[src/rtl/aes_bram_responder.sv]
// BRAM port responder for the AES control FSM: turns level start/complete
// word requests (byte addresses) into single-port BRAM accesses.
module aes_bram_responder #(
  parameter int          ADDR_W    = 10,
  parameter logic [31:0] BASE_ADDR = 32'h0000_0000,
  parameter int          RD_LAT    = 1
) (
  input  logic              aes_clk,
  input  logic              aes_rst_n,
  input  logic              aes_start_read,
  input  logic              aes_start_write,
  input  logic [31:0]       aes_bram_addr,
  input  logic [31:0]       aes_bram_write_addr,
  input  logic [31:0]       aes_bram_write_data,
  output logic [31:0]       aes_bram_read_data,
  output logic              bram_complete,
  output logic              bram_err,
  output logic              bram_en,
  output logic [3:0]        bram_we,
  output logic [ADDR_W-1:0] bram_addr,
  output logic [31:0]       bram_wrdata,
  input  logic [31:0]       bram_rddata,
  output logic [15:0]       access_cnt
);

  typedef enum logic [2:0] {IDLE, WR, RD_EN, RD_WAIT, ERR, DONE} state_t;

  state_t      state;
  logic        is_wr;
  logic [2:0]  lat_cnt;
  logic [31:0] req_addr;

  function automatic logic addr_fault(input logic [31:0] a);
    logic [31:0] off;
    off = a - BASE_ADDR;
    return (a[1:0] != 2'b00) || (a < BASE_ADDR) || ((off >> (ADDR_W + 2)) != 32'd0);
  endfunction

  function automatic logic [ADDR_W-1:0] word_addr(input logic [31:0] a);
    return ADDR_W'((a - BASE_ADDR) >> 2);
  endfunction

  // Write has priority; a concurrent read stays pending until IDLE re-samples.
  assign req_addr = aes_start_write ? aes_bram_write_addr : aes_bram_addr;

  always_ff @(posedge aes_clk or negedge aes_rst_n) begin
    if (!aes_rst_n) begin
      state              <= IDLE;
      is_wr              <= 1'b0;
      lat_cnt            <= 3'd0;
      aes_bram_read_data <= 32'd0;
      bram_complete      <= 1'b0;
      bram_err           <= 1'b0;
      bram_en            <= 1'b0;
      bram_we            <= 4'h0;
      bram_addr          <= '0;
      bram_wrdata        <= 32'd0;
      access_cnt         <= 16'd0;
    end else begin
      case (state)
        IDLE: begin
          if (aes_start_write || aes_start_read) begin
            is_wr    <= aes_start_write;
            bram_err <= 1'b0;
            if (addr_fault(req_addr)) begin
              state <= ERR;
            end else if (aes_start_write) begin
              bram_en     <= 1'b1;
              bram_we     <= 4'hF;
              bram_addr   <= word_addr(req_addr);
              bram_wrdata <= aes_bram_write_data;
              state       <= WR;
            end else begin
              bram_en   <= 1'b1;
              bram_we   <= 4'h0;
              bram_addr <= word_addr(req_addr);
              state     <= RD_EN;
            end
          end
        end
        WR: begin
          bram_en       <= 1'b0;
          bram_we       <= 4'h0;
          bram_complete <= 1'b1;
          access_cnt    <= access_cnt + 16'd1;
          state         <= DONE;
        end
        RD_EN: begin
          bram_en <= 1'b0;
          lat_cnt <= 3'd1;
          state   <= RD_WAIT;
        end
        RD_WAIT: begin
          if (lat_cnt == 3'(RD_LAT)) begin
            aes_bram_read_data <= bram_rddata;
            bram_complete      <= 1'b1;
            access_cnt         <= access_cnt + 16'd1;
            state              <= DONE;
          end else begin
            lat_cnt <= lat_cnt + 3'd1;
          end
        end
        ERR: begin
          bram_complete <= 1'b1;
          bram_err      <= 1'b1;
          if (!is_wr) aes_bram_read_data <= 32'd0;
          state <= DONE;
        end
        DONE: begin
          // Release only when the start level that was serviced drops.
          if (is_wr ? !aes_start_write : !aes_start_read) begin
            bram_complete <= 1'b0;
            bram_err      <= 1'b0;
            lat_cnt       <= 3'd0;
            state         <= IDLE;
          end
        end
        default: state <= IDLE;
      endcase
    end
  end

endmodule
[config.mk]
export PLATFORM = sky130hd
export DESIGN_NAME = aes_bram_responder
export DESIGN_NICKNAME = d
export VERILOG_FILES = /design/src/rtl/aes_bram_responder.sv
export SDC_FILE = /design/constraint.sdc
export NUM_CORES = 1
export LEC_CHECK = 0
export BUFFER_PORTS_ARGS = -buffer_cell sky130_fd_sc_hd__buf_4
export CAP_MARGIN = 10
export CELL_PAD_IN_SITES_DETAIL_PLACEMENT = 0
export CELL_PAD_IN_SITES_GLOBAL_PLACEMENT = 1
export CORE_MARGIN = 3
export CORE_UTILIZATION = 36
export CTS_CLUSTER_DIAMETER = 200
export DETAILED_ROUTE_END_ITERATION = 8
export GPL_TIMING_DRIVEN = 0
export PLACE_DENSITY = 0.93
export SLEW_MARGIN = 20
export SYNTH_ARGS = -nofsm -noshare
export SYNTH_HDL_FRONTEND = slang
export SYNTH_SLANG_ARGS = --single-unit
[constraint.sdc]
create_clock -name aes_clk -period 3.4 [get_ports aes_clk]
set_clock_uncertainty 0.1 [all_clocks]
set_input_delay 0.51 -clock aes_clk [delete_from_list [all_inputs] [get_ports aes_clk]]
set_output_delay 0.51 -clock aes_clk [all_outputs]
set_load 0.01 [all_outputs]
== After elaboration in Yosys (flattened, before gate mapping) ==
Cells that the tools add are included.
Widths: inputs -> output; s select.

* Bits in registers: 104
* Input bits: 132
* Output and inout port bits: 97
* Word-level logic and storage cells: 82

* $add $sub $neg: 2
* Magnitude comparators: 1
* Eq/ne operators: 12
* Mux-type cells: 27
* Bitwise logic cells: 1
* Reductions and logical operators: 28

{| class="wikitable"
|+ Operators with widths
! kind !! number
|-
| $mux 32 || 3
|-
| $pmux 32 s2 || 1
|-
| $lt 32x1->1 const B || 1
|-
| $pmux 16 s2 || 1
|-
| $reduce_bool 32->1 || 1
|-
| $reduce_and 3->1 || 8
|-
| $add 16x1->16 const B || 1
|-
| $mux 16 || 1
|-
| $mux 3 || 5
|-
| $pmux 3 s5 || 1
|-
| $mux 4 || 3
|-
| $ne 2x2->1 const B || 6
|-
| $reduce_bool 2->1 || 5
|-
| $pmux 3 s3 || 1
|-
| $reduce_bool 3->1 || 3
|-
| $pmux 4 s2 || 1
|-
| $eq 3x1->1 const B || 2
|-
| $eq 3x2->1 const B || 2
|-
| $eq 3x3->1 const B || 2
|-
| $mux 1 || 6
|-
| $pmux 1 s3 || 2
|-
| $reduce_and 2->1 || 2
|-
| $reduce_and 4->1 || 1
|-
| $reduce_or 2->1 || 2
|-
| 7 further kinds || 10
|}

== Longest topological paths before layout ==
Gate-level depths: netlist of the first run.

* Word-level depth: 7
* Mapped depth: 7
* Depth with buffers taken out: 7

== Least setup slack after synthesis of the first run ==
No wires, ideal clock.

* Path type: input-to-reg
* Start: in aes_bram_write_addr[20]
* End: reg bram_wrdata[10]
* Library setup time: 0.125 ns
* Arrival time: 2.041 ns
* Data required time: 3.175 ns
* Setup slack: 1.134 ns
* Cell stages on the path: 5
* Path buffers: 1
* Cells stage by stage: nor4_1 -> nand2_1 -> a2111oi_4 -> buf_6 -> mux2_2

* Word-level cells in the longest chain between the ends: 6
* Elaborated cells between the ends (all ways): 7
* Classes of those cells: order compare: 1; mux: 1; bitwise: 1; reduce/logical: 4

{| class="wikitable"
|+ Ends and longest elaborated chain
! item !! RTL line !! RTL
|-
| start, declared || 13 || <nowiki>input logic [31:0] aes_bram_write_addr,</nowiki>
|-
| $mux 32 * || 44 || <nowiki>assign req_addr = aes_start_write ? aes_bram_write_addr : aes_bram_addr;</nowiki>
|-
| $lt 32x1->1 || 36 || <nowiki>return (a[1:0] != 2'b00) || (a < BASE_ADDR) || ((off >> (ADDR_W + 2)) != 32'd0);</nowiki>
|-
| $logic_or 1x1->1 || 36 ||
|-
| $logic_or 1x1->1 * || 36 ||
|-
| $not 1->1 (no line) * || -- ||
|-
| $reduce_and 4->1 (no line) * || -- ||
|-
| end signal, assigned || 71 || <nowiki>bram_wrdata <= aes_bram_write_data;</nowiki>
|-
| end, declared || 21 || <nowiki>output logic [31:0] bram_wrdata,</nowiki>
|}

Mark *: on every way between the ends. The rest lies on a longest branch, timed or not.
A chain may end at the register's enable or synchronous reset.

== Worst setup path after layout of the first run ==
* Start: reg state[0]
* End: reg bram_wrdata[14]

* Word-level cells in the longest chain between the ends: 2

{| class="wikitable"
|+ Ends and longest elaborated chain
! item !! RTL line !! RTL
|-
| start, declared || 28 || <nowiki>state_t state;</nowiki>
|-
| start signal, assigned || 48 || <nowiki>state <= IDLE;</nowiki>
|-
| start signal, assigned || 66 || <nowiki>state <= ERR;</nowiki>
|-
| start signal, assigned || 72 || <nowiki>state <= WR;</nowiki>
|-
| $logic_not 3->1 || 60 || <nowiki>case (state)</nowiki>
|-
| $reduce_and 4->1 (no line) || -- ||
|}

Every way passes these cells.

==> metrics.md, run 1 <==
| Metric | Value |
|---|---|
| Outcome | finished, final reports clean |
| Htree depth | 3 |
| Register area share after synthesis | 58.8% |
| Final setup fails | 0 |
| Slew HR | 38.3% |
| Clock buffer depth | 2 |
| Syn_nets | 479 |
| DRT Pass-1 Iters | 4 |
| Final core occ | 56.2% |
| Startpoint Class | register |
| Pwr Density | 456 nW/um2 |
| Final WS setup | 0.922 ns |
| Syn Inst Count | 344 |
| Total Wirelength | 11300 um |
| Vias | 3651 |
| Layout area overhead | 51.2% |
| Residual DRC | 0 |
| Avg Cell Area, Syn | 12.5 um2 |
| Total power | 2.96 mW |
| Post-synthesis mux area share | 11.2% |
| Post-CTS setup buffer count | 0 |
| Die Width | 115 um |
| Final min period | 2.48 ns |
| Crit Path Max Fanout | 10 |
| Leakage | 3.39 nW |
| CTS tree | built |
| Sw Pwr | 0.839 mW |
| I/O Buffers | 228 |
| Clock tree sinks | 101 |
| Share of layout cells above drive strength 1 | 49.0% |
| Yosys reg bits | 101 |
| Crit Path Class | reg2reg |
| Nets | 718 |
| Final Cycle Share | 72.9% |
| Hold Path Class | in2async |
| Initial DRC count | 223 |
| Commonest cells after routing, fill and taps aside | 230 x buf_4, 101 x dfrtp_1, 32 x a22o_1 |
| Global route overflow | 0 |
| Row cnt | 39 |
| Die area | 13300 um2 |
| Adder and majority cell fraction of the synthesized area | 0.873% |
| Post-CTS Resized | 0 |
| Yosys synthesis warning count | 0 |
| Root buf cell | clkbuf_16 |
| # Max-Cap Violations | 0 |
| Vias in the first global route | 3578 |
| Global Route Usage Sum | 16.2% |
| CP max stage delay | 0.65 ns |
| HPWL Detailed | 8850 um |
| Clk pwr share | 35.1% |
| Post-Synth Simple-Gate Area | 9.55% |
| GPL Wtd Cong | 0.798 |
| CP Capture Type | register |
| Slowest stage cell, crit path | a2111oi_4 |
| Largest net degree at the start of global routing | 102 |
| Main combinational cell family by area after synthesis | compound AO/OA/AOI/OAI gates |
| Setup TNS | 0 ns |
| Gate power share | 19.8% |
| Commonest non-fill, non-tap cell in the layout | buf_4 |
| WL/cell | 15.5 um |
| Antenna violations before repair | 0 |
| Distinct cell type count after synthesis | 44 |
| Required @ worst endpoint | 3.51 ns |
| Worst VDD drop | 0.239 mV |
| Critical-path cell list | nor3_1 -> nand2_1 -> a2111oi_4 -> buf_6 -> mux2_2 |
| Internal | 2.13 mW |
| Post-cts hold buffer count | 0 |
| Initial Util | 37.2% |
| Critical Path AT | 2.58 ns |
| Num CTS Buffers | 9 |
| Core area | 11600 um2 |
| Worst setup path startpoint | state[0] |
| Crit Reg-Reg Startpoint | state[0] |
| Fin. Hold Viols | 0 |
| ANT nets after route | 0 |
| Worst-margin pin slew | 0.926 ns |
| Die span in y | 115 um |
| Synth Area in XOR/XNOR | 3.26% |
| Mapped Area | 4300 um2 |
| Reg clk slew, reported paths | 0.07 ns |
| Final slew viol count | 0 |
| F_max | 0.404 GHz |
| Sw Ratio | 28.3% |
| Synth Area in Compound Gates | 13.0% |
| # IOs | 229 |
| Skew-Pair Late Insertion Delay | 0.32 ns |
| RSZ-0062 raised after global routing | no |
| # fillers | 986 |
| Vias/cell | 4.99 |
| Pre-CTS WS | 0.651 ns |
| First-pass GRT wire length | 17400 um |
| Antenna cells | 0 |
| Register share of total power | 45.1% |
-- cells in the mapped netlist --
| cell type | instances | area [um2] |
|---|---|---|
| a2111oi_4 | 1 | 27.5 |
| a21boi_0 | 1 | 7.51 |
| a21oi_1 | 17 | 85.1 |
| a222oi_1 | 1 | 10.0 |
| a22o_1 | 32 | 280 |
| a22oi_1 | 1 | 7.51 |
| a2bb2oi_1 | 1 | 8.76 |
| a31oi_1 | 10 | 62.6 |
| a32oi_1 | 1 | 8.76 |
| and2_1 | 1 | 6.26 |
| and3_1 | 1 | 6.26 |
| buf_2 | 2 | 10.0 |
| buf_4 | 3 | 22.5 |
| buf_6 | 3 | 33.8 |
| clkbuf_1 | 13 | 48.8 |
| dfrtp_1 | 101 | 2530 |
| ha_1 | 3 | 37.5 |
| inv_1 | 7 | 26.3 |
| mux2_1 | 2 | 22.5 |
| mux2_2 | 31 | 349 |
| mux2i_1 | 11 | 110 |
| nand2_1 | 21 | 78.8 |
| nand2b_1 | 3 | 18.8 |
| nand3_1 | 6 | 30.0 |
| nand3b_1 | 2 | 15.0 |
| nand4_1 | 1 | 6.26 |
| nor2_1 | 14 | 52.6 |
| nor2b_1 | 6 | 37.5 |
| nor3_1 | 4 | 20.0 |
| nor3b_1 | 2 | 15.0 |
| nor4_1 | 11 | 68.8 |
| nor4_2 | 2 | 25.0 |
| o2111ai_1 | 1 | 8.76 |
| o21a_1 | 1 | 7.51 |
| o21ai_0 | 4 | 20.0 |
| o21bai_1 | 1 | 7.51 |
| o31ai_1 | 1 | 7.51 |
| o32a_1 | 1 | 10.0 |
| or2_2 | 1 | 6.26 |
| or3_1 | 1 | 6.26 |
| or4_1 | 1 | 7.51 |
| or4b_2 | 1 | 10.0 |
| xnor2_1 | 8 | 70.1 |
| xor2_1 | 8 | 70.1 |
-- through the flow --
step                      instances  area (um2)  hold slack, ns
final                           731        6500           0.159
after global routing            731        6500           0.234
after CTS                       731        6500           0.217
after detailed placement        715        6190           0.361
after global placement          715        6190           0.363
after floorplan                 344        4300           0.114
-- kinds of logic after synthesis --
group	count (synthesis)
DFF	101
and+or+nand+nor	78
AOI/OAI and AO/OA	74
muxes	44
buffers and inverters	28
xor gates and xnor gates	16
adders and majority gates	3
-- worst max-delay path: cells and delay by family, from the launching register on --
family	cells	cell delay, ns
compound gates	1	0.65
buf+inv	1	0.24
mux	1	0.35
flops	1	0.42
simple gates	2	0.59
-- final timing paths --
check                           slack [ns]                     to  depth (start not counted)
worst max-delay path                  0.92        bram_wrdata[14]                          5
worst min-delay path                  0.16         access_cnt[12]                          1
worst max register to register        0.92        bram_wrdata[14]                          5
worst min register to register        0.37         access_cnt[15]                          1
max in group asynchronous             2.41          bram_complete                          1
min in group aes_clk                  0.30  aes_bram_read_data[3]                          2
-- power by group through the flow --
stage               Combinational, mW  Clock (mW)  Sequential, mW
finish                          0.587        1.04            1.34
global route                    0.662        1.13            1.35
CTS                             0.593        1.07            1.34
detailed placement              0.589           0            1.36
global placement                0.578           0            1.35
floorplan                       0.285           0            1.36
-- flip-flops by register name, summed over array words and instances (netlist names) --
signal,flops
aes_bram_read_data,32
bram_wrdata,32
access_cnt,16
bram_addr,10
lat_cnt,3
state,3
bram_complete,1
bram_en,1
bram_err,1
bram_we,1
is_wr,1
-- layout make-up --
class	count	area, um2	area share, %
sequential	101	2530	38.9
timing repair buffer	228	1720	26.4
multi-input combinational	215	1630	25.1
clock buffer	9	225	3.47
tap	143	179	2.75
buffer	21	115	1.77
clock inverter	7	80.1	1.23
inverter	7	26.3	0.404
-- per-layer routing --
layer | track usage [%] | part of all wire [%] | vias to the layer above
li1 | - | - | 1724
met1 | 21.2 | 41 | 1768
met2 | 27.3 | 50 | 147
met3 | 3.58 | 7.4 | 12
met4 | 4.07 | 1.3 | 0
met5 | 0 | 0 | -
No activity file was read; power rests on OpenSTA's default activity.
==> inputs of run 2 (changes only) <==
- ABC_AREA: default -> 1
- CORE_UTILIZATION: 36 -> 30
- PLACE_DENSITY: 0.93 -> 0.85
- clock period: 3.4 -> 2.1 ns (I/O delays scaled with it)
==> run 2 against run 1 <==
The run now ends with hold timing left. Clock power is 48% higher. Register-to-register slack worse by 0.70 ns. Cell count is 35% higher. Critical endpoint is now access_cnt[9]. Largest cell class unchanged.
==> metrics.md, run 2 <==
| Metric | Value |
|---|---|
| Hold slack | -0.0250 ns |
| Top cells by area, synth | dfrtp_1 54%, inv_1 6.9%, nand2_1 6.8%, nand3_1 5.5%, o21ai_0 4.8% |
| Die span in y | 131 um |
| Syn_nets | 672 |
| Post-synthesis mux area share | 2.36% |
| Largest net degree at the start of global routing | 102 |
| Final Cycle Share | 89.5% |
| F_max | 0.532 GHz |
| Avg Cell Area, Syn | 8.79 um2 |
| Syn Inst Count | 537 |
| Layout area overhead | 47.6% |
| First-pass GRT wire length | 21400 um |
| Crit Path Class | reg2reg |
| Post-synth EDFFs | 0 |
| CP Capture Type | register |
| Post-Synth Simple-Gate Area | 19.1% |
| Crit Path Max Fanout | 8 |
| Die area | 17300 um2 |
| Initial Util | 30.8% |
| Synth Area in Compound Gates | 11.2% |
| Commonest cells after routing, fill and taps aside | 230 x buf_4, 101 x dfrtp_1, 87 x inv_1 |
| Total Wirelength | 12900 um |
| Required @ worst endpoint | 2.23 ns |
| Worst VDD drop | 0.426 mV |
| # IOs | 229 |
| Post-placement cell area | 6690 um2 |
| Hold Path Class | in2async |
| ANT nets after route | 0 |
| Clock buffer depth | 2 |
| Row cnt | 45 |
| Count leader, synth | dfrtp_1 |
| Critical Path AT | 2.01 ns |
| Vias in the first global route | 4214 |
| Yosys synthesis warning count | 0 |
| Pwr Density | 696 nW/um2 |
| Outcome | finished, violations left |
| Residual DRC | 0 |
| Share of layout cells above drive strength 1 | 37.1% |
| Global route overflow | 0 |
| GPL Wtd Cong | 0.771 |
| Antenna cells | 0 |
| Vias | 4280 |
| Startpoint Class | register |
| Core area | 15300 um2 |
| DRT Pass-1 Iters | 4 |
| Register area share after synthesis | 53.6% |
| Num CTS Buffers | 9 |
| Main combinational cell family by area after synthesis | simple AND/OR/NAND/NOR gates |
| Most common library cells after synthesis | 101 x dfrtp_1, 87 x inv_1, 85 x nand2_1 |
| Final setup fails | 0 |
| Regs by FF count | aes_bram_read_data x32, bram_wrdata x32, access_cnt x16 |
| Violated checks | hold timing |
| Fin. Hold Viols | 6 |
| Finished Cell Area | 6970 um2 |
| Cell taking the most area after synthesis | dfrtp_1 |
| Final slew viol count | 0 |
| Final min period | 1.88 ns |
| Skew-Pair Late Insertion Delay | 0.34 ns |
| Clock tree sinks | 101 |
| Initial DRC count | 133 |
| Reg clk slew, reported paths | 0.07 ns |
| Synth async-reset ratio | 100% |
| I/O Buffers | 227 |
| Synth top area share | 53.6% |
| RSZ-0062 raised after global routing | no |
| Top FF cell, synth | dfrtp_1 |
| Vias/cell | 4.32 |
| Total power | 4.85 mW |
| Mapped Area | 4720 um2 |
| Leakage | 3.67 nW |
| Commonest non-fill, non-tap cell in the layout | buf_4 |
| Global Route Usage Sum | 15.1% |
| CTS tree | built |
| Adder and majority cell fraction of the synthesized area | 0.795% |
| Worst-margin pin slew | 0.940 ns |
| Antenna violations before repair | 0 |
| Slew HR | 37.3% |
| Root buf cell | clkbuf_16 |
| Synth Area in XOR/XNOR | 2.78% |
| # Max-Cap Violations | 0 |
| Htree depth | 3 |
| Die Width | 131 um |
| Nets | 910 |
| HPWL Detailed | 9710 um |
| WL/cell | 13.0 um |
| Distinct cell type count after synthesis | 33 |
| Yosys reg bits | 101 |
-- run 2: changes by cell type after synthesis, moves of 6 or more --
cell	delta
a22o_1	-32
nor2_2	+6
o21ai_1	+25
nand2_1	+64
o21ai_2	+14
a31oi_1	-10
o21ai_0	+41
nor2_1	+26
nand3_1	+46
inv_1	+80
a21oi_1	-12
mux2_2	-30
nor2b_1	-6
nor4_1	-11
-- run 2: layout make-up --
type,count,area (um2)
clock inverters,4,23.8
multi-input cells,323,1720
plain buffers,23,148
well taps,211,264
repair buffers,227,1710
clock buffers,11,243
flip-flops and latches,101,2530
inverters,90,338
fillers,1610,8350
-- run 2: metal layers --
metal | wire, um | vias to the layer above | GRT usage [%] | part of all wire (%)
li1 | - | 2176 | - | -
met1 | 5930 | 1944 | 20.5 | 46
met2 | 6030 | 150 | 24.0 | 47
met3 | 792 | 10 | 3.64 | 6.1
met4 | 137 | 0 | 4.38 | 1.1
met5 | 0 | - | 0 | 0
-- run 2: path summary, 6_finish.rpt --
kind,depth (start not counted),end,from,slack (ns)
worst max-delay path,10,access_cnt[9],lat_cnt[1],0.22
worst min-delay path,1,bram_wrdata[7],aes_rst_n,-0.02
worst max register to register,10,access_cnt[9],lat_cnt[1],0.22
worst min register to register,2,bram_wrdata[0],bram_wrdata[0],0.38
max in group asynchronous,1,access_cnt[13],aes_rst_n,1.28
min in group aes_clk,3,aes_bram_read_data[9],bram_rddata[9],0.11
-- run 2: cell families after synthesis --
kind of cell	count (synthesis)
compound gates	93
buf+inv	113
fa+ha+maj	3
flops	101
mux	11
simple gates	201
xor+xnor	15
-- run 2: where the power goes --
part	total, mW	switching (mW)	internal [mW]
sequential	2.18	0.124	2.05
combinational	1.13	0.667	0.465
clock	1.54	0.708	0.829
-- run 2: repair_timing --
item / in CTS / in global routing
pin swaps: 0 / 0
setup endpoints to repair: 27 / 32
hold buffers: 0 / 0
setup buffers: 0 / 0
resized for setup: 1 / 6
-- run 2: critical path, stage by stage (launching register included) --
cell and delay [ns]:
dfrtp_1 0.39, inv_1 0.06, ha_1 0.13, inv_1 0.07
nor2_4 0.18, nand2_2 0.13, nand2_4 0.14, nand2_2 0.11
nor3_2 0.22, nand2_1 0.10, xnor2_1 0.13
-- run 2: stage by stage --
| stage | util (%) | hold slack (ns) | setup WS, ns | TNS [ns] | std cells |
|---|---|---|---|---|---|
| after floorplan | - | -0.0806 | 0.440 | 0 | 537 |
| after global placement | 43.7 | 0.364 | -0.0267 | -0.191 | 975 |
| after detailed placement | 43.7 | 0.368 | -0.0309 | -0.0964 | 975 |
| after CTS | 45.4 | 0.0382 | -0.0295 | -0.242 | 990 |
| after global routing | 45.5 | 0.0678 | 0.0365 | 0 | 990 |
| final | 45.5 | -0.0250 | 0.220 | 0 | 990 |
